[config.mk]
export PLATFORM = sky130hd
export DESIGN_NAME = alu_arbiter
export DESIGN_NICKNAME = d
export VERILOG_FILES = /design/src/rtl/alu_arb_pkg.sv /design/src/rtl/rr_picker.sv /design/src/rtl/alu_arbiter.sv
export SDC_FILE = /design/constraint.sdc
export NUM_CORES = 1
export LEC_CHECK = 0
export CAP_MARGIN = 10
export CORE_AREA = 2 2 164 166
export CTS_CLUSTER_DIAMETER = 100
export DETAILED_ROUTE_END_ITERATION = 10
export DIE_AREA = 0 0 166 168
export PLACE_DENSITY_LB_ADDON = 0.12
export SLEW_MARGIN = 20
export SYNTH_ARGS = -nofsm -noshare
export SYNTH_HDL_FRONTEND = slang
export SYNTH_SLANG_ARGS = --single-unit
[constraint.sdc]
create_clock -name clk -period 2.9 [get_ports clk]
set_clock_uncertainty 0.1 [all_clocks]
set_input_delay 0.58 -clock clk [delete_from_list [all_inputs] [get_ports clk]]
set_output_delay 0.58 -clock clk [all_outputs]
set_load 0.05 [all_outputs]
[src/rtl/alu_arb_pkg.sv]
// Shared opcodes, FSM state type and default multiply latency for the ALU arbiter.
package alu_arb_pkg;

    localparam logic [3:0] OP_ADD = 4'd0;
    localparam logic [3:0] OP_MUL = 4'd1;

    localparam int DEFAULT_MUL_LAT = 3;

    typedef enum logic [1:0] {
        ST_IDLE = 2'd0,
        ST_EXEC = 2'd1,
        ST_RESP = 2'd2
    } arb_state_t;

endpackage

[src/rtl/rr_picker.sv]
// Combinational round-robin picker: searches from ptr+1 and returns a one-hot grant plus its index.
// Build option ALU_ARB_FIXED_PRIO_EN: ignore ptr and always favour the lowest index.
module rr_picker #(
    parameter int NUM_REQ = 4,
    parameter int IDX_W   = $clog2(NUM_REQ)
) (
    input  logic [NUM_REQ-1:0] valid,
    input  logic [IDX_W-1:0]   ptr,
    output logic [NUM_REQ-1:0] grant,
    output logic [IDX_W-1:0]   idx
);

    logic [IDX_W-1:0] start;
    logic [IDX_W-1:0] cand;
    logic             found;

    // Starting the scan just past NUM_REQ-1 turns the rotating search into plain lowest-index priority.
`ifdef ALU_ARB_FIXED_PRIO_EN
    assign start = IDX_W'(NUM_REQ - 1);
`else
    assign start = ptr;
`endif

    always_comb begin
        grant = '0;
        idx   = '0;
        found = 1'b0;
        cand  = '0;
        for (int k = 1; k <= NUM_REQ; k++) begin
            cand = IDX_W'((int'(start) + k) % NUM_REQ);
            if (!found && valid[cand]) begin
                found       = 1'b1;
                grant[cand] = 1'b1;
                idx         = cand;
            end
        end
    end

endmodule

[src/rtl/alu_arbiter.sv]
// Shares one combinational ALU among NUM_REQ requesters, one command in flight at a time.
// Build option ALU_ARB_FIXED_PRIO_EN: fixed lowest-index priority instead of round-robin.
module alu_arbiter
    import alu_arb_pkg::*;
#(
    parameter int NUM_REQ = 4,
    parameter int DATA_W  = 32,
    parameter int MUL_LAT = DEFAULT_MUL_LAT
) (
    input  logic                       clk,
    input  logic                       rst,
    input  logic [NUM_REQ-1:0]         req_valid,
    output logic [NUM_REQ-1:0]         req_ready,
    input  logic [4*NUM_REQ-1:0]       req_op,
    input  logic [DATA_W*NUM_REQ-1:0]  req_a,
    input  logic [DATA_W*NUM_REQ-1:0]  req_b,
    output logic [3:0]                 alu_op,
    output logic [DATA_W-1:0]          alu_a,
    output logic [DATA_W-1:0]          alu_b,
    input  logic [DATA_W-1:0]          alu_result,
    output logic                       rsp_valid,
    output logic [$clog2(NUM_REQ)-1:0] rsp_id,
    output logic [DATA_W-1:0]          rsp_data,
    input  logic                       rsp_ready,
    output logic                       busy
);

    localparam int IDX_W = $clog2(NUM_REQ);
    localparam int CNT_W = (MUL_LAT > 1) ? $clog2(MUL_LAT) : 1;
    localparam logic [CNT_W-1:0] MUL_CNT = CNT_W'(MUL_LAT - 1);

    arb_state_t         state;
    logic [IDX_W-1:0]   ptr;
    logic [IDX_W-1:0]   id_q;
    logic [3:0]         op_q;
    logic [DATA_W-1:0]  a_q;
    logic [DATA_W-1:0]  b_q;
    logic [DATA_W-1:0]  data_q;
    logic [CNT_W-1:0]   cnt;
    logic [NUM_REQ-1:0] win_grant;
    logic [IDX_W-1:0]   win_idx;
    logic [3:0]         win_op;

    rr_picker #(
        .NUM_REQ (NUM_REQ),
        .IDX_W   (IDX_W)
    ) u_picker (
        .valid (req_valid),
        .ptr   (ptr),
        .grant (win_grant),
        .idx   (win_idx)
    );

    assign win_op = req_op[4*win_idx +: 4];

    // Grants are also masked while reset is held so every output reads 0 during reset.
    assign req_ready = (state == ST_IDLE && rst) ? win_grant : '0;

    always_ff @(posedge clk or negedge rst) begin
        if (!rst) begin
            state  <= ST_IDLE;
            ptr    <= IDX_W'(NUM_REQ - 1);
            cnt    <= '0;
            id_q   <= '0;
            op_q   <= '0;
            a_q    <= '0;
            b_q    <= '0;
            data_q <= '0;
        end else begin
            case (state)
                ST_IDLE: begin
                    if (|req_ready) begin
                        op_q  <= win_op;
                        a_q   <= req_a[DATA_W*win_idx +: DATA_W];
                        b_q   <= req_b[DATA_W*win_idx +: DATA_W];
                        id_q  <= win_idx;
                        cnt   <= (win_op == OP_MUL) ? MUL_CNT : '0;
                        state <= ST_EXEC;
                    end
                end
                ST_EXEC: begin
                    if (cnt == '0) begin
                        data_q <= alu_result;
                        state  <= ST_RESP;
                    end else begin
                        cnt <= cnt - 1'b1;
                    end
                end
                ST_RESP: begin
                    if (rsp_ready) begin
`ifdef ALU_ARB_FIXED_PRIO_EN
                        ptr <= ptr;
`else
                        ptr <= id_q;
`endif
                        state <= ST_IDLE;
                    end
                end
                default: state <= ST_IDLE;
            endcase
        end
    end

    assign alu_op    = (state == ST_EXEC) ? op_q : '0;
    assign alu_a     = (state == ST_EXEC) ? a_q  : '0;
    assign alu_b     = (state == ST_EXEC) ? b_q  : '0;
    assign rsp_valid = (state == ST_RESP);
    assign rsp_id    = id_q;
    assign rsp_data  = data_q;
    assign busy      = (state != ST_IDLE);

endmodule

**After elaboration in Yosys (flattened, before gate mapping)**

Index checks and enable logic that the tools add are counted.

- Order comparisons: 8
- Reduce and logical (&&, ||, !) cells: 21
- $add $sub $neg: 5
- Bitwise logic cells: 3
- Shifts and indexed selects: 3
- Equality and inequality tests: 7
- Mux-type cells: 39

Operator list:

| kind | count |
|---|---|
| $shiftx 128x8->32 | 2 |
| $mux 32 | 2 |
| $mux 4 | 6 |
| $mux 2 | 10 |
| $shiftx 16x5->4 | 1 |
| $lt 2x3->1 const B | 4 |
| $or 4x4->4 | 3 |
| $mux 1 | 11 |
| $bmux 1 s2 | 4 |
| $demux 1 s2 | 4 |
| $ge 2x1->1 const B | 4 |
| $logic_and 1x1->1 | 8 |
| $pmux 2 s3 | 1 |
| $reduce_and 2->1 | 3 |
| $reduce_and 3->1 | 2 |
| $add 2x1->2 const B | 2 |
| $add 2x2->2 const B | 2 |
| $eq 4x1->1 const B | 1 |
| $logic_not 2->1 | 2 |
| $ne 2x1->1 const B | 2 |
| $ne 2x2->1 const B | 2 |
| $pmux 2 s2 | 1 |
| $reduce_bool 2->1 | 2 |
| $reduce_or 4->1 | 1 |
| other kinds (4) | 6 |

- Input port bits: 311
- Logic and storage cells: 94
- Register bits after elaboration: 108
- Output and inout bits: 108

**Depth between registers and ports, before layout**

- Word-level depth: 18
- Gate-level depth with buffers: 13
- Depth with buffers taken out: 9

**Cells and area by module**

From an unflattened synthesis, not the netlist that was laid out.

- Cell total of the unflattened synthesis: 473
- Area total of the unflattened synthesis: 6692.7 µm²

By module, submodules not included:

| module | cells each | area each (µm²) | sequential area each (µm²) | instances |
|---|---|---|---|---|
| alu_arbiter | 414 | 6202.2 | 2705.1 | 1 |
| rr_picker | 59 | 490.5 | 0.0 | 1 |

**Worst setup path after synthesis**

Ideal clock, no wire load.

- Path type: register to output
- Start: reg ptr[0]
- End: out req_ready[3]
- Cell stages (with the launch flop): 10
- Path slack: -44 ps
- Data arrival time: 2264 ps
- Data required time: 2220 ps
- Path through: dfstp_2 -> buf_2 -> inv_1 -> ha_1 -> buf_2 -> nor2_1 -> a211oi_2 -> a221oi_1 -> o21a_1 -> inv_1

- Cells in the longest elaborated chain, start to end: 14
- Elaborated cells between the ends (all ways): 49
- Classes of those cells: add/sub (4); order compare (8); mux (24); bitwise (3); reduce/logical (10)

RTL lines:

| item | RTL line | source |
|---|---|---|
| start: declaration | alu_arbiter.sv:33 | `logic [IDX_W-1:0] ptr;` |
| start signal: assignment | alu_arbiter.sv:62 | `ptr <= IDX_W'(NUM_REQ - 1);` |
| start signal: assignment | alu_arbiter.sv:94 | `ptr <= id_q;` |
| branches (longest 12 deep; another with $lt 2x3->1) | -- |  |
| $mux 4 (*) | rr_picker.sv:31 | `if (!found && valid[cand]) begin` |
| $mux 4 (*) | alu_arbiter.sv:57 | `assign req_ready = (state == ST_IDLE && rst) ? win_grant : '0;` |
| end: declaration | alu_arbiter.sv:13 | `output logic [NUM_REQ-1:0] req_ready,` |

Every way passes the cells marked *. The select of a mux whose other input is x is not followed.

**Worst setup path after layout**

- Start: reg ptr[0]
- End: reg b_q[3]

- Cells in the longest elaborated chain, start to end: 16
- Elaborated cells between the ends (all ways): 56
- Classes of those cells: add/sub (4); order compare (8); shift (1); mux (28); bitwise (3); reduce/logical (12)

RTL lines:

| item | RTL line | source |
|---|---|---|
| branches (longest 16 deep; another with $add 2x1->2) | -- |  |
| end signal: assignment | alu_arbiter.sv:75 | `b_q <= req_b[DATA_W*win_idx +: DATA_W];` |
| end: declaration | alu_arbiter.sv:37 | `logic [DATA_W-1:0] b_q;` |

Several ways; the timed one is not identified. The select of a mux whose other input is x is not followed.
A chain may end at the register's enable or synchronous reset.

==> results.md <==
- Buf/Inv on CP: 5
- Min Tclk post-route: 3180 ps
- Power, Total: between 15 and 20 mW
- Final net count: 1539
- Max Fanout on Critical Path: 8
- Static Leak: about 5.4 nW
- Pre-antenna DRT Iters: 5
- Top cell family by delay on the critical path: multiplexers
- Die area: 27900 µm²
- Crit path DAT: 3330 ps
- Count of different cell masters after synthesis: 47
- Synth top area cells: dfrtp_1 37%, mux2_2 16%, nand2_1 7.3%
- CTS root buffer: clkbuf_16
- Critical path class: register to register
- First-pass GRT wire length: 43100 µm
- Syn Inst Count: just under 800
- Row count: 60
- PwrDens: around 1500 nW/µm²
- Register bit total from synthesis: 108
- VDD IR max: 644 µV
- Most instantiated cells after synthesis: 139 x nand2_1, 106 x dfrtp_1, 99 x mux2_2
- CP Data Required Time: just over 3000 ps
- CP Capture Type: register
- Top_reg_cell synth: dfrtp_1
- Mean Syn Cell Area: 9.22 µm²
- Pre-CTS setup slack: -583 ps
- DR iter-0 viols: 234
- Top-Level Pins: around 420
- Clock transition at the registers of the reported paths: 100 ps
- Max Transition Viols Final: 0
- CTS sink cnt: about 110
- Syn_nets: 1093
- Fillcell total: ~2500
- Residual DRC: 0
- Via count: ~7500
- Status: finished with violations
- Global placer's final weighted congestion: 0.816
- Vias per Instance: between 4 and 5
- Setup ws final: -285 ps
- Register Area: 2710 µm²
- Max_slew headroom: 0.501
- Initial Utilization: 0.270
- CP max-delay cell: dfstp_2
- Final ANT Viol Nets: 0
- WL per Instance: 18.0 µm
- Cts bufs inserted: 9
- Die height: roughly 170 µm
- Die X: 166 µm
- Initial antenna violation count: 1
- Placed instance area: 12400 µm²
- Warnings, synthesis: 0
- Global route overflow: 0
- Failing checks: setup timing
- Largest net degree at the start of global routing: between 60 and 70
- Most common cell on crit path: buf_4
- Drt total wl: around 28000 µm
- Setup tns final: -14090 ps
- Final worst path period share: 1.10
- Vias in the first global route: 7673
- Synth top area share: 0.372
- GR Util All Layers: 0.195
- Tightest Pin Transition: 748 ps
- Leading area contributor after synthesis: dfrtp_1
- Max Cap Violations: 0
- Insertion delay to the later sink of the worst-skew pair: 350 ps
- RSZ-0062 raised after global routing: yes
- Seq/Total Area, Yosys: 0.380
- Hpwl dp: between 20000 and 25000 µm
- Final Hold Fails: 0
- Area occupied by multi-input gates: 4180 µm²
- Netlist area before placement: 7130 µm²
- Buffers from clock root to sink, at most: 2
- Peak Freq: 314 MHz
- Number of synthesized flops with an enable pin: 0
- Fin area: 13200 µm²
- R2R depth: 10
- Layout cell share with drive strength beyond 1: 0.243
- CP Depth: 10
- Top-count cell post-synth: nand2_1
- Finish-stage setup viols: 77
- Crit-path max cell delay: 640 ps
- Worst-path cell chain: mux4_2 -> buf_4 -> a221oi_2 -> o21a_1 -> buf_4 -> nand4_4 -> buf_12 -> buf_6 -> buf_16 -> mux2_2
- Hold Crit Class: input port to asynchronous set/reset pin
- I/O Buffers: 418
- Core box area: between 20000 and 30000 µm²
- CTS tree: yes
- Fraction of synthesis flops using an asynchronous set or reset pin: 1.00
- H-tree depth: 3
- Setup crit start kind: register
- Area Growth Syn to Fin: 85.4%
## kinds of logic after synthesis
family / count (synthesis) / share of synthesized area
AO/OA/AOI/OAI: 167 / 0.165
adder cells (fa/ha/maj): 9 / 0.0158
buffers and inverters: 81 / 0.0527
flip-flops: 108 / 0.380
multiplexers: 111 / 0.176
AND/OR/NAND/NOR: 297 / 0.211
## placed cells by master, fill, tap and decap left out, types with 4 or more instances in the layout
| cell | synthesis | layout |
|---|---|---|
| mux2_1 | 5 | 5 |
| a221oi_2 | 0 | 4 |
| mux2_4 | 0 | 9 |
| nand2_1 | 139 | 139 |
| clkbuf_16 | 0 | 12 |
| inv_1 | 14 | 10 |
| buf_4 | 11 | 87 |
| mux2_2 | 99 | 90 |
| mux2i_1 | 6 | 6 |
| buf_12 | 0 | 56 |
| a31oi_1 | 65 | 65 |
| buf_16 | 0 | 6 |
| dfrtp_1 | 106 | 106 |
| and2_1 | 68 | 68 |
| o21ai_0 | 7 | 7 |
| ha_1 | 9 | 8 |
| nand3_1 | 5 | 5 |
| nor2_1 | 6 | 5 |
| a211oi_1 | 64 | 64 |
| clkdlybuf4s50_1 | 0 | 343 |
| and2_0 | 64 | 64 |
| a21oi_1 | 6 | 6 |
## through the flow
stage                      util  cells  hold WS, ps
after floorplan               -    773          184
after global routing      0.501   1566          330
final                     0.501   1566          288
after CTS                 0.496   1562          295
after detailed placement  0.472   1528          372
after global placement    0.472   1528          361
## area by class of cell
cell class                      instances  area share
Timing Repair Buffer                  502       0.418
Multi-Input combinational cell        584       0.317
Sequential cell                       108       0.205
Tap cell                              341      0.0323
Clock buffer                            9      0.0170
Clock inverter                          7     0.00653
Inverter                               14     0.00426
Antenna cell                            1    0.000189
## power breakdown
group | switching [mW] | total, mW | internal, mW
registers | 0.367 | 2.75 | 2.39
clock network | 0.685 | 1.31 | 0.624
logic | 7.89 | 15.2 | 7.35
## worst paths after layout
kind | slack, ps | endpoint | from
worst max-delay path | -280 | b_q[3]$_DFFE_PN0P_ | ptr[0]$_DFFE_PN1P_
worst min-delay path | 290 | rsp_data[16]$_DFFE_PN0P_ | rst
worst max register to register | -280 | b_q[3]$_DFFE_PN0P_ | ptr[0]$_DFFE_PN1P_
worst min register to register | 390 | cnt[0]$_DFFE_PN0P_ | cnt[0]$_DFFE_PN0P_
max in group asynchronous | 1180 | b_q[9]$_DFFE_PN0P_ | rst
min in group clk | 390 | cnt[0]$_DFFE_PN0P_ | cnt[0]$_DFFE_PN0P_
## state kept, by name (all words and copies together), names as in the netlist
signal and flops:
a_q 32, b_q 32, rsp_data 32, op_q 4, cnt 2, ptr 2
rsp_id 2, state 2
## routing by layer
metal  track usage  wire length [µm]  up-vias
li1              -                 -     3614
met4        0.0491               443        0
met5             0                 0        -
met2         0.344             14000      269
met3        0.0524              1820       26
met1         0.236             12000     3541
## what timing repair did
| item | CTS | global route |
|---|---|---|
| gates cloned | 6 | 2 |
| hold buffers | 0 | 0 |
| setup endpoints to repair | 77 | 77 |
| pin swaps | 6 | 0 |
| setup buffers | 12 | 2 |
| resized for setup | 9 | 30 |
(Power assumes the default switching activity.)
